File: config.mk
export PLATFORM = sky130hd
export DESIGN_NAME = ring_router_input_unit
export DESIGN_NICKNAME = d
export VERILOG_FILES = /design/src/rtl/ring_router_input_unit.sv
export SDC_FILE = /design/constraint.sdc
export NUM_CORES = 1
export LEC_CHECK = 0
export CORE_MARGIN = 2
export CORE_UTILIZATION = 44
export DETAILED_ROUTE_END_ITERATION = 16
export PLACE_DENSITY = 0.75
export SLEW_MARGIN = 5
export SYNTH_ARGS = -nofsm -noshare
export SYNTH_HDL_FRONTEND = slang
export SYNTH_SLANG_ARGS = --single-unit
File: constraint.sdc
create_clock -name clk -period 3 [get_ports clk]
set_clock_uncertainty 0.15 [all_clocks]
set_input_delay 0.45 -clock clk [delete_from_list [all_inputs] [get_ports clk]]
set_output_delay 0.45 -clock clk [all_outputs]
set_load 0.05 [all_outputs]
File: src/rtl/ring_router_input_unit.sv
// Ring router input unit: small FIFO that stores each upstream message together
// with its greedy ring route (prev/next/term), computed when the message is
// enqueued. The head is offered to exactly one of three output arbiters and
// leaves the FIFO when that arbiter grants it. Strict FIFO order is kept, so a
// blocked head holds back every later message.
module ring_router_input_unit #(
  parameter int p_router_id   = 0,
  parameter int p_num_routers = 8,
  parameter int p_msg_nbits   = 44,
  parameter int p_num_entries = 2
) (
  input  logic                   clk,
  input  logic                   reset,
  input  logic                   domain,
  input  logic                   in_val,
  output logic                   in_rdy,
  input  logic [p_msg_nbits-1:0] in_msg,
  output logic [p_msg_nbits-1:0] out_msg,
  output logic [2:0]             out_val,
  input  logic [2:0]             out_rdy,
  output logic [1:0]             route
);

  localparam int c_dest_nbits = $clog2(p_num_routers);
  localparam int c_ptr_nbits  = $clog2(p_num_entries);
  localparam int c_cnt_nbits  = c_ptr_nbits + 1;

  localparam logic [c_dest_nbits-1:0] c_id   = c_dest_nbits'(p_router_id);
  localparam logic [c_cnt_nbits-1:0]  c_full = c_cnt_nbits'(p_num_entries);

  localparam logic [1:0] ROUTE_PREV = 2'b00;
  localparam logic [1:0] ROUTE_NEXT = 2'b01;
  localparam logic [1:0] ROUTE_TERM = 2'b10;

  // domain only labels the security level of this whole datapath; it never
  // steers any logic.
  logic unused_domain;
  assign unused_domain = domain;

  logic [p_msg_nbits-1:0]  msg_mem_q   [p_num_entries];
  logic [p_msg_nbits-1:0]  msg_mem_d   [p_num_entries];
  logic [1:0]              route_mem_q [p_num_entries];
  logic [1:0]              route_mem_d [p_num_entries];
  logic [c_ptr_nbits-1:0]  head_q, head_d;
  logic [c_ptr_nbits-1:0]  tail_q, tail_d;
  logic [c_cnt_nbits-1:0]  count_q, count_d;

  logic [c_dest_nbits-1:0] dest, fwd, bwd;
  logic [1:0]              in_route;
  logic [1:0]              head_route;
  logic                    empty, enq, deq;

  // Greedy route for the incoming message, modulo ring size; ties go to prev.
  always_comb begin
    dest = in_msg[p_msg_nbits-1 -: c_dest_nbits];
    fwd  = dest - c_id;
    bwd  = c_id - dest;
    if (dest == c_id)   in_route = ROUTE_TERM;
    else if (fwd < bwd) in_route = ROUTE_NEXT;
    else                in_route = ROUTE_PREV;
  end

  // Head presentation: one-hot request from the stored route, zeroed when empty.
  always_comb begin
    empty      = (count_q == '0);
    head_route = route_mem_q[head_q];
    out_val    = 3'b000;
    route      = ROUTE_PREV;
    out_msg    = '0;
    if (!empty) begin
      route   = head_route;
      out_msg = msg_mem_q[head_q];
      case (head_route)
        ROUTE_PREV: out_val = 3'b001;
        ROUTE_NEXT: out_val = 3'b010;
        ROUTE_TERM: out_val = 3'b100;
        default:    out_val = 3'b000;
      endcase
    end
    // Grants on outputs that are not being requested are ignored.
    deq    = |(out_val & out_rdy);
    in_rdy = (count_q != c_full);
    enq    = in_val && in_rdy;
  end

  // Next-state for pointers, occupancy and the storage array.
  always_comb begin
    head_d      = deq ? head_q + 1'b1 : head_q;
    tail_d      = enq ? tail_q + 1'b1 : tail_q;
    count_d     = count_q;
    msg_mem_d   = msg_mem_q;
    route_mem_d = route_mem_q;
    case ({enq, deq})
      2'b10:   count_d = count_q + 1'b1;
      2'b01:   count_d = count_q - 1'b1;
      default: count_d = count_q;
    endcase
    if (enq) begin
      msg_mem_d[tail_q]   = in_msg;
      route_mem_d[tail_q] = in_route;
    end
  end

  // Control state; reset drops every queued message at once.
  always_ff @(posedge clk or negedge reset) begin
    if (!reset) begin
      head_q  <= '0;
      tail_q  <= '0;
      count_q <= '0;
    end else begin
      head_q  <= head_d;
      tail_q  <= tail_d;
      count_q <= count_d;
    end
  end

  // Storage array is not reset; out_msg is masked while empty instead.
  always_ff @(posedge clk) begin
    msg_mem_q   <= msg_mem_d;
    route_mem_q <= route_mem_d;
  end

endmodule

Word level (Yosys, flattened, before mapping)

Cells that the tools add are included.

Register bits after elaboration: 96
Bits of input ports: 51
Output and inout bits: 50
Logic and storage cells: 50

$add $sub $neg: 5
Order comparisons: 4
Equal/unequal tests: 5
Mux-type cells: 19
Bitwise operators: 3
Reduce and logical (&&, ||, !) cells: 7

Operator list:

| cell                | count |
|---|---|
| $mux 44             | 5 |
| $bwmux 88           | 1 |
| $demux 44 s1        | 1 |
| $mux 2              | 6 |
| $pmux 3 s3          | 1 |
| $bwmux 4            | 1 |
| $eq 2x1->1 const B  | 2 |
| $eq 2x2->1 const B  | 2 |
| $ge 2x2->1 const B  | 2 |
| $logic_not 2->1     | 2 |
| $not 1->2           | 2 |
| $pmux 2 s2          | 1 |
| $and 3x3->3         | 1 |
| $logic_not 3->1     | 1 |
| $lt 3x3->1          | 1 |
| $mux 3              | 1 |
| $reduce_or 3->1     | 1 |
| $sub 1x3->3 const A | 1 |
| $add 1x1->1 const B | 2 |
| $add 2x1->2 const B | 1 |
| $demux 2 s1         | 1 |
| $logic_and 1x1->1   | 2 |
| $lt 2x1->1 const B  | 1 |
| $ne 2x2->1 const B  | 1 |
| other kinds (3)     | 3 |

Longest topological paths before layout

Gate-level depths: netlist (run 1).

Word-level depth: 11
Depth in mapped cells: 9
Depth with buffers taken out: 8

Worst setup path after synthesis (run 1)

No wires, ideal clock.

Path type: reg2reg
Start point: reg count_q[0]
End point: reg msg_mem_q[44] in the netlist's numbering (enable)
Arrival time: 3.040 ns
Slack: -0.640 ns
Cell stages (with the launch flop): 4
Buffers on the path: 0
Period minus slack after synthesis: 3.640 ns
Path through: dfrtp_1 -> nand2b_1 -> nand2_1 -> nor2_1

Longest elaborated chain between the ends: 2

Ends and longest elaborated chain:

| what                     | line | text |
|---|---|---|
| start: declaration       | 46   | `logic [c_cnt_nbits-1:0] count_q, count_d;` |
| start signal: assignment | 113  | `count_q <= count_d;` |
| $ne 2x2->1               | 82   | `in_rdy = (count_q != c_full);` |
| named net in_rdy         | 16   | `output logic in_rdy,` |
| $logic_and 1x1->1        | 83   | `enq = in_val && in_rdy;` |
| end signal: assignment   | 119  | `msg_mem_q <= msg_mem_d;` |
| end: declaration         | 40   | `logic [p_msg_nbits-1:0] msg_mem_q [p_num_entries];` |

The timed path passes the listed nets, and every way through them passes these cells.
A chain may end at the register's enable or synchronous reset.

Worst setup path in the final report (run 1)

Start point: reg count_q[0]
End point: out out_msg[3]

Longest elaborated chain between the ends: 2

Ends and longest elaborated chain:

| what             | line | text |
|---|---|---|
| $logic_not 2->1  | 65   | `empty = (count_q == '0);` |
| $mux 44          | 70   | `if (!empty) begin` |
| end: declaration | 18   | `output logic [p_msg_nbits-1:0] out_msg,` |

Every way passes these cells.

==> results of run 1 <==
[logic make-up (layout without fill, tap and decap cells)]
| family | Yosys count | after routing | synth area share, % |
|---|---|---|---|
| flip-flops | 96 | 96 | 74.80 |
| AND/OR/NAND/NOR | 63 | 63 | 6.669 |
| multiplexers | 47 | 47 | 12.75 |
| buffers and inverters | 16 | 127 | 1.928 |
| AO/OA/AOI/OAI | 10 | 10 | 1.406 |
| XOR/XNOR | 5 | 5 | 1.144 |
| adder cells (fa/ha/maj) | 4 | 4 | 1.308 |
[stage by stage]
step | util (%) | hold WS (ns) | instances
floorplan | - | 0.004409 | 241
global placement | 58.02 | 0.3793 | 444
detailed placement | 58.02 | 0.3931 | 444
CTS | 60.64 | 0.1408 | 460
global route | 60.64 | 0.1427 | 460
finish | 60.64 | 0.1493 | 460
[flip-flops by register name, indices dropped and copies added (netlist names)]
signal / flops
route_mem_q: 4
tail_q: 1
msg_mem_q: 88
count_q: 2
head_q: 1
[routing by layer]
metal | up-vias | part of all wire, %
li1 | 1089 | -
met2 | 72 | 49
met4 | 0 | 1.2
met5 | - | 0
met3 | 7 | 5.3
met1 | 1098 | 45
[synthesized netlist by cell type, drive strengths merged]
library cell / instances / share of area [%]
edfxtp: 92 / 72
nor2: 51 / 5.0
mux2i: 46 / 12
buf: 7 / 1.0
inv: 5 / 0.49
nand2: 5 / 0.49
a21oi: 4 / 0.52
clkbuf: 4 / 0.39
dfrtp: 4 / 2.6
ha: 4 / 1.3
o21ai: 4 / 0.52
xnor2: 3 / 0.69
nor3: 2 / 0.26
xor2: 2 / 0.46
a31oi: 1 / 0.16
and3: 1 / 0.16
mux2: 1 / 0.39
nand2b: 1 / 0.16
nand3: 1 / 0.13
nor4b: 1 / 0.23
o31ai: 1 / 0.20
or3b: 1 / 0.23
[cell type report]
cell class,count,area (µm²)
clock inverter,7,101.3
timing repair buffer,106,1061
tap,108,135.1
multi-input combinational,129,907.1
sequential,96,2864
inverter,5,18.77
fill,665,3382
clock buffer,9,123.9
[worst paths after layout]
path / end / cells past startpoint
max: out_msg[3] / 4
min: head_q$_DFFE_PN0N_ / 1
max reg2reg: count_q[1]$_DFFE_PN0P_ / 8
min reg2reg: tail_q$_DFFE_PN0N_ / 1
max in group asynchronous: head_q$_DFFE_PN0N_ / 1
min in group clk: tail_q$_DFFE_PN0N_ / 1
==> results.cfg, run 1 <==
[status]
status = complete, no violations

[layout]
drive_gt1_share_pct = 14.77
antenna-diode-count = 0
final_cell_mix = 92 x edfxtp_1, 76 x clkdlybuf4s50_1, 49 x nor2_1
mostFrequentLayoutCell = edfxtp_1
fin_area_um2 = 5211
area_delta_synth_final_pct = 36.16
fin_nets = 402

[sta]
rsz0062_at_grt = no
slew-limit-headroom_pct = 64.49
slew_violations = 0
worst_slack_ns = 0.2634
tns_ns = 0
worstMarginPinSlew_ns = 0.5311
finalHoldViolCount = 0
period_share_pct = 91.22
fmax_ghz = 0.3654
setup_viol = 0
finalCriticalPeriod_ns = 2.737

[clock_tree]
cts_sinks = 96
cts.hold.buffers_added = 0
cts.clk_slew.worst_paths_ns = 0.09
clock_latency_ns = 0.35
root_buffer = clkbuf_8
postCtsSetupRepairBufs = 0
cts_tree = done
numCtsBuffers = 9
htreeDepth = 3
clk_path_buf_depth = 2
cts-resized-gates = 0

[global_route]
grt_use_met2_pct = 24.36
antenna_found_initial = 0
grt_max_degree = 47
grt_overflow = 0
track_usage_pct = 14.80
use_met3_pct = 3.381
grt_first_pass_wirelength_um = 10940
grt_use_met1_pct = 19.38
grt_pass1_vias = 2263
top_usage_layer = met2

[route]
drtIter0Drc = 81
drtAntennaViolNets = 0
dr.pass1.iters = 4
viasPerCell = 4.926
wirelength_um = 6891
vias = 2266
wl_per_cell_um = 14.98
drc_errors = 0

[run]
drv_cap = 0

[critical_path]
critPathMaxFanout = 33
path_buf_inv = 2
crit_path_max_incr_delay_ns = 0.82
setup.worst_path.start = count_q[0]$_DFFE_PN0P_
arrival_ns = 2.14
crit_family = buffers and inverters
crit_path_start_kind = flip-flop
r2r_slack_ns = 0.68
critPathCaptureType = output port
worst-setup-path-type = reg -> out
path_cells = nor2_4 > buf_4 > nor2_1 > clkdlybuf4s50_1
crit_required_ns = 2.40
r2r-start = head_q$_DFFE_PN0N_
crit_path_top_delay_cell = clkdlybuf4s50_1

[place]
hpwl_um = 4443
numPortBuffers = 99
place_congestion = 0.7431
placed_area_um2 = 4986
place_ws_ns = 0.6338

[floorplanning]
ios = 101
dieArea_um2 = 9460
fp-row-count = 34
die_h_um = 97.27
start_util_pct = 44.54
core_area_um2 = 8593
die_x_um = 97.27

[synthesis]
syn_area_per_cell_um2 = 15.88
synth_cells = 241
synth_fp_nets = 296
yosysSeqAreaShare_pct = 74.80
synth.distinct_cells = 26
yosysWarnings = 0
ys_ff_latch = 96
netlist_area_um2 = 3827

[hold_path]
hold_path_class = in -> async
Power of run 1 is not shown: default switching activity piles up to over one toggle a cycle in this logic, so the estimate is an artifact.
==> inputs of run 2 (changes only) <==
- CTS_CLUSTER_DIAMETER: unset -> 120
==> results of run 2 <==
Final layout, timing and power as in run 1 (identical DEF).
Power of run 2 is left out for the same reason.
==> inputs of run 3 (changes only) <==
- CORE_UTILIZATION: 44 -> 52
- PLACE_DENSITY: 0.75 -> 0.84
- clock period: 3 -> 3.3 ns (I/O delays scaled with it)
==> run 3 against run 2 <==
Design area grew 0.43%. Global-route usage up 2.7 points. Setup slack worse by 0.044 ns. Worst hold slack better by 0.038 ns. Routed wire length down 0.36%. Clock-buffer cell count unchanged. First-iteration DRC count increased by 75%. Sequential share of layout area decreased by 0.19 points. Critical endpoint is now out_msg[32]. Largest cell class unchanged.
==> results.cfg, run 3 (same netlist as run 1, synthesis figures left out) <==
[status]
status = complete, no violations

[critical_path]
r2r_cells = 7
worst-setup-path-type = reg -> out
critPathMaxFanout = 23
crit_required_ns = 2.65
arrival_ns = 2.44
r2r-start = head_q$_DFFE_PN0N_
crit_path_start_kind = flip-flop
timing.rr.end = count_q[1]$_DFFE_PN0P_
r2r_slack_ns = 0.88
critPathCaptureType = output port

[global_route]
track_usage_pct = 17.55
grt_max_degree = 47
grt_pass1_vias = 2316
grt_overflow = 0
grt_first_pass_wirelength_um = 10980
antenna_found_initial = 0

[run]
drv_cap = 0

[layout]
reg.largest.list = msg_mem_q: 88 flops, route_mem_q: 4 flops, count_q: 2 flops
mostFrequentLayoutCell = clkdlybuf4s50_1
final_cell_mix = 97 x clkdlybuf4s50_1, 92 x edfxtp_1, 49 x nor2_1
fin_area_um2 = 5234
top_register = msg_mem_q
fin_nets = 400
largest_reg_flops = 88
drive_gt1_share_pct = 8.023
area_delta_synth_final_pct = 36.74
antenna-diode-count = 0
n_fill_cell = 460

[floorplanning]
start_util_pct = 53.34
dieArea_um2 = 8062
die_h_um = 89.79
fp-row-count = 31
die_x_um = 89.79
ios = 101
core_area_um2 = 7176

[sta]
tns_ns = 0
fmax_ghz = 0.3246
worstMarginPinSlew_ns = 0.6090
slew_violations = 0
finalHoldViolCount = 0
rsz0062_at_grt = no
finalCriticalPeriod_ns = 3.081
period_share_pct = 93.37
setup_viol = 0
slew-limit-headroom_pct = 59.40

[clock_tree]
htreeDepth = 3
clock_latency_ns = 0.35
numCtsBuffers = 9
postCtsSetupRepairBufs = 0
cts.hold.buffers_added = 0
clk_path_buf_depth = 2
cts.clk_slew.worst_paths_ns = 0.08
root_buffer = clkbuf_8
cts_tree = done
cts_sinks = 96

[place]
hpwl_um = 4466
numPortBuffers = 99
placed_area_um2 = 4975
place_congestion = 0.8412

[hold_path]
hold_path_class = in -> async

[route]
wl_per_cell_um = 15.33
viasPerCell = 5.069
drtAntennaViolNets = 0
wirelength_um = 6866
drc_errors = 0
dr.pass1.iters = 4
vias = 2271
drtIter0Drc = 142
[run 3: cell types whose count changed in the layout (fill, tap and decap cells not counted), sizes merged]
cell,previous run,this run
clkdlybuf4s50,76,97
buf,30,7
clkinvlp,2,1
inv,7,5
bufinv,2,4
[run 3: area by class of cell]
type / instances / area, µm² / area share, %
Timing Repair Buffer: 104 / 1061 / 20.27
Clock buffer: 9 / 123.9 / 2.367
Multi-Input combinational cell: 129 / 907.1 / 17.33
Inverter: 5 / 18.77 / 0.3586
Sequential cell: 96 / 2867 / 54.77
Tap cell: 99 / 123.9 / 2.367
Clock inverter: 6 / 132.6 / 2.534
[run 3: layer usage]
| metal | routed length, µm | GRT usage, % | vias up |
|---|---|---|---|
| li1 | - | - | 1084 |
| met1 | 2783 | 21.66 | 1082 |
| met2 | 3483 | 29.36 | 96 |
| met3 | 501 | 4.946 | 9 |
| met4 | 97 | 7.308 | 0 |
| met5 | 0 | 0 | - |
[run 3: repair_timing]
item                                    CTS  global route
endpoints found under the setup margin    0             6
endpoints found under the hold margin     0             0
gates resized for setup                   0             1
[run 3: worst max path at each step]
stage,from,to,slack (ns)
floorplan,count_q[0]$_DFFE_PN0P_,msg_mem_q[44]$_DFFE_PP_,0.42
global placement,head_q$_DFFE_PN0N_,out_msg[32],0.48
detailed placement,head_q$_DFFE_PN0N_,out_msg[32],0.49
CTS,head_q$_DFFE_PN0N_,out_msg[32],0.02
global route,head_q$_DFFE_PN0N_,out_msg[32],0.07
finish,head_q$_DFFE_PN0N_,out_msg[32],0.22
[run 3: through the flow]
step / hold slack (ns) / worst slack, ns / util [%] / std cells
after floorplan: 0.04941 / 0.4202 / - / 241
after global placement: 0.3771 / 0.4794 / 69.33 / 433
after detailed placement: 0.4145 / 0.4878 / 69.33 / 433
after CTS: 0.1785 / 0.02183 / 72.90 / 448
after global routing: 0.1819 / 0.07446 / 72.94 / 448
final: 0.1868 / 0.2189 / 72.94 / 448
[run 3: worst max-delay path, stage by stage (launching register included)]
cell and delay (ns):
dfrtp_4 0.68, buf_4 0.32, mux2i_1 0.12, nor2_1 0.13
clkdlybuf4s50_1 0.82
Power of run 3 is left out for the same reason.
==> variant 1 (settings of run 1) <==
`p_msg_nbits`: 44 -> 22.
--- a/src/rtl/ring_router_input_unit.sv
+++ b/src/rtl/ring_router_input_unit.sv
@@ -6,7 +6,7 @@
 module ring_router_input_unit #(
   parameter int p_router_id   = 0,
   parameter int p_num_routers = 8,
-  parameter int p_msg_nbits   = 44,
+  parameter int p_msg_nbits   = 22,
   parameter int p_num_entries = 2
 ) (
   input  logic                   clk,
Ports: changed (resized in_msg and out_msg); port bits go from 101 to 57. The function was not compared with the original's and may differ.
==> variant 1 against run 1 <==
  * Global-route usage rose by 2.5 points
  * Final area decreased by 39%
  * Area after synthesis down 43%
  * Maximum frequency grew 11%
  * Sequential cell count is 44 lower
  * Wire length decreased by 35%
  * Largest cell class unchanged
  * Worst hold slack improved by 0.052 ns
  * Sequential share of layout area fell by 6.5 points
  * Core utilization rose by 6.3 points
  * Critical endpoint is now out_val[0]
  * Worst setup slack improved by 0.26 ns
Power is left out: the tool's default activity adds up to more than one toggle a clock period on the data nets, which glitch-free logic cannot reach.
==> variant 1: results (changes against run 1) <==
[cts]
clk_path_buf_depth=2  ; unchanged
cts_resized=0  ; unchanged
clock_latency_ns=0.30  ; -0.05 ns
h-tree-depth=2  ; -1
cts_buffers=5  ; -4
clkTransAtPathRegs_ns=0.09  ; about the same
cts_setup_buffers=0  ; unchanged
clockRootBuffer=clkbuf_8

[logic_synthesis]
synth_flop_cell=edfxtp_1
synth_area_per_cell_um2=14.94  ; -5.9%
synth_edf_count=48  ; -48%
ys_seq_area_share_pct=70.68  ; -4.1 points
yosysUniqueCellTypes=27  ; +3.8%
ys_top_cells_by_count=edfxtp_1 (48), nor2_1 (29), mux2i_1 (22)
syn-num-nets=179  ; -40%
synthArstFlopShare_pct=7.692  ; +3.5 points
ys_top_cells_by_area=edfxtp_1 (66%), mux2i_1 (10%), nor2_1 (5.0%)
ys_warn_count=0  ; unchanged

[global_route]
grt_pass1_vias=1456  ; -36%
grt_use_total_pct=17.25  ; +2.5 points
gr-total-overflow=0  ; unchanged
grt_pass1_wl_um=6906  ; -37%
antenna_found_initial=0  ; unchanged
grt_start_max_net_pins=25  ; -47%

[placed_design]
hpwl_um=3181  ; -28%
io_buffers=55  ; -44%
place_inst=267  ; -40%
gp_congestion=0.7383  ; -0.65%

[critical_path]
timing.rr.start=head_q
r2r-end=count_q[1]
cp-start-kind=register
r2r_slack_ns=0.66  ; -0.02 ns
ff2ff_path_depth=7  ; -1
cp-endpoint=out_val[0]
cp.arrival_ns=1.88  ; -0.26 ns
path_max_fanout=7  ; -79%

[routing]
drt_first_pass_iters=4  ; unchanged
drt-total-wl_um=4481  ; -35%
first_iter_violations=142  ; +75%
wl_per_cell_um=16.29  ; +8.8%
viasPerCell=5.004  ; +1.6%

[min_path]
hp-class=primary input to async pin

[layout]
largestRegisters=msg_mem_q: 44 flops, route_mem_q: 4 flops, count_q: 2 flops
fin_nets=240  ; -40%
antenna_cells=0  ; unchanged
fillers=317  ; -52%
drive_above_1_share_pct=22.60  ; +7.8 points

[sta]
slew_headroom_pct=60.55  ; -3.9 points
setup_violations=0  ; unchanged

[status]
status=finished, final reports clean

==> variant 1: changes by cell type in the layout (fill, tap and decap cells not counted), moves of 2 or more <==
cell             before  now
nor2_4                2    0
clkdlybuf4s50_1      76   28
buf_4                24    7
clkbuf_8              9    5
nor2_2                0    2
nor2_1               49   27
o21ai_1               2    0
mux2i_1              45   22
buf_12                6   25
edfxtp_1             92   48
inv_6                 2    0
==> variant 1: layer usage <==
metal  track usage, %  share of wire [%]
met5                0                  0
met4            6.746                2.1
met3            3.252                3.1
met1            20.07                 38
met2            31.37                 56
==> variant 1: metrics by stage <==
step                util [%]  worst slack (ns)  area, um^2
floorplan                  -            0.1951        2181
global placement       64.58            0.7315        3070
detailed placement     64.58            0.6331        3070
CTS                    66.92            0.5052        3182
global route           66.92            0.4325        3182
finish                 66.92            0.5247        3182
==> variant 1: kinds of logic (layout without fill, tap and decap cells) <==
group / count (synthesis) / count (layout) / share of synthesized area (%)
flip-flops: 52 / 52 / 70.68
multiplexers: 25 / 25 / 11.93
adder cells (fa/ha/maj): 4 / 4 / 2.295
buffers and inverters: 11 / 73 / 2.352
AO/OA/AOI/OAI: 11 / 11 / 3.615
XOR/XNOR: 5 / 5 / 2.008
AND/OR/NAND/NOR: 38 / 38 / 7.114
==> variant 1: worst min-delay path by stage <==
stage                 endpoint  slack (ns)  cells after the start
floorplan           count_q[0]       0.004                      0
global placement        head_q        0.34                      1
detailed placement      tail_q        0.38                      1
CTS                 count_q[0]        0.20                      1
global route        count_q[0]        0.20                      1
finish                  tail_q        0.20                      1
==> variant 1: critical path: stages, from the launching register on <==
cell and delay (ns):
dfrtp_1 0.48, mux2i_2 0.47, o21ai_0 0.22, nor2_1 0.23, buf_12 0.17
==> variant 1: layout make-up <==
class                      instances  area share (%)
sequential                        52           48.45
timing repair buffer              60           26.19
multi-input combinational         83           18.64
tap                               67           2.635
clock buffer                       5           2.163
clock inverter                     3           1.337
inverter                           5          0.5899
==> variant 2 (config.mk and constraints of run 1) <==
Without the edit above. Reset style: synchronous (`reset`), changed in one clocked block.
--- a/src/rtl/ring_router_input_unit.sv
+++ b/src/rtl/ring_router_input_unit.sv
@@ -102,7 +102,7 @@
   end
 
   // Control state; reset drops every queued message at once.
-  always_ff @(posedge clk or negedge reset) begin
+  always_ff @(posedge clk) begin
     if (!reset) begin
       head_q  <= '0;
       tail_q  <= '0;
Check against the original RTL: differs if reset is asserted again (counterexample within 4 cycles, from zero or initial values and one cycle with reset low); with reset held inactive, the same outputs for 10 cycles.
==> variant 2 against run 1 <==
  * Sequential cell count is the same
  * Wire length grew 2.8%
  * Worst setup slack lost 0.17 ns
  * Register-to-register slack lost 0.28 ns
  * Final area grew 1.1%
  * Critical path depth is the same
  * Area after synthesis grew 0.29%
  * Worst hold slack gained 0.28 ns
  * Highest routed layer unchanged
==> variant 2: results (changes against run 1) <==
[status]
status=finished, final reports clean

[global_route]
grt_pass1_wl_um=11260  ; +3.0%
grt_util_met2_pct=26.31  ; +2.0 points
grt_use_total_pct=15.33  ; +0.54 points
use_met3_pct=3.094  ; -0.29 points
grt_start_max_net_pins=32  ; -32%
use_met1_pct=18.61  ; -0.76 points

[logic_synthesis]
yosys.area_share.adder_pct=1.304  ; -0.0038 points
synth_compound_area_share_pct=1.728  ; +0.32 points
ys_top_cells_by_area=edfxtp_1 (72%), mux2i_1 (12%), nor2_1 (5.0%)
ys_seq_area_share_pct=74.05  ; -0.74 points
ys_top_cells_by_count=edfxtp_1 (92), nor2_1 (51), mux2i_1 (46)
yosysUniqueCellTypes=31  ; +19%
yosys.area_share.xor_xnor_pct=0.9126  ; -0.23 points
synthArstFlopShare_pct=0  ; -4.2 points
synth_mux_area_share_pct=12.87  ; +0.13 points

[critical_path]
cp.arrival_ns=2.30  ; +0.16 ns
r2r_slack_ns=0.40  ; -0.28 ns
path_max_fanout=31  ; -6.1%

[routing]
met3_length_um=382  ; +5.2%
routed-wl-met2_um=3616  ; +7.2%
viasPerCell=4.885  ; -0.84%
wl_met1_um=2976  ; -3.0%

[placed_design]
dp_slack_ns=0.3889  ; -0.2449 ns
place_area_um2=5020  ; +0.68%

[sta]
fmax_mhz=344.2  ; -5.8%

[layout]
fillers=668  ; +0.45%

[variant 2: cell count changes after synthesis, moves of 2 or more]
cell	run 1	this run
a21oi_1	4	2
dfxtp_1	0	4
and2_1	0	2
nand4_1	0	2
nand2_1	5	2
o21ai_1	2	0
dfrtp_1	4	0
[variant 2: what timing repair did]
| item | 4_1_cts | 5_1_grt |
|---|---|---|
| gates resized for setup | 0 | 15 |
| setup endpoints to repair | 0 | 15 |
| endpoints found under the hold margin | 0 | 0 |
[variant 2: path summary, 6_finish.rpt]
path                   start           to  cells past startpoint
setup / recovery      head_q  out_msg[41]                      4
hold / removal    count_q[1]   count_q[1]                      2
hold reg to reg   count_q[1]   count_q[1]                      2
setup reg to reg      head_q   count_q[1]                      7
[variant 2: cell type report]
cell class                 count  area (um^2)  share of cell area [%]
sequential                    96         2846                   54.05
timing repair buffer         104         1119                   21.24
inverter                       4        15.01                  0.2851
tap                          108        135.1                   2.566
multi-input combinational    132        942.2                   17.89
clock buffer                   9        123.9                   2.352
clock inverter                 6        85.08                   1.616
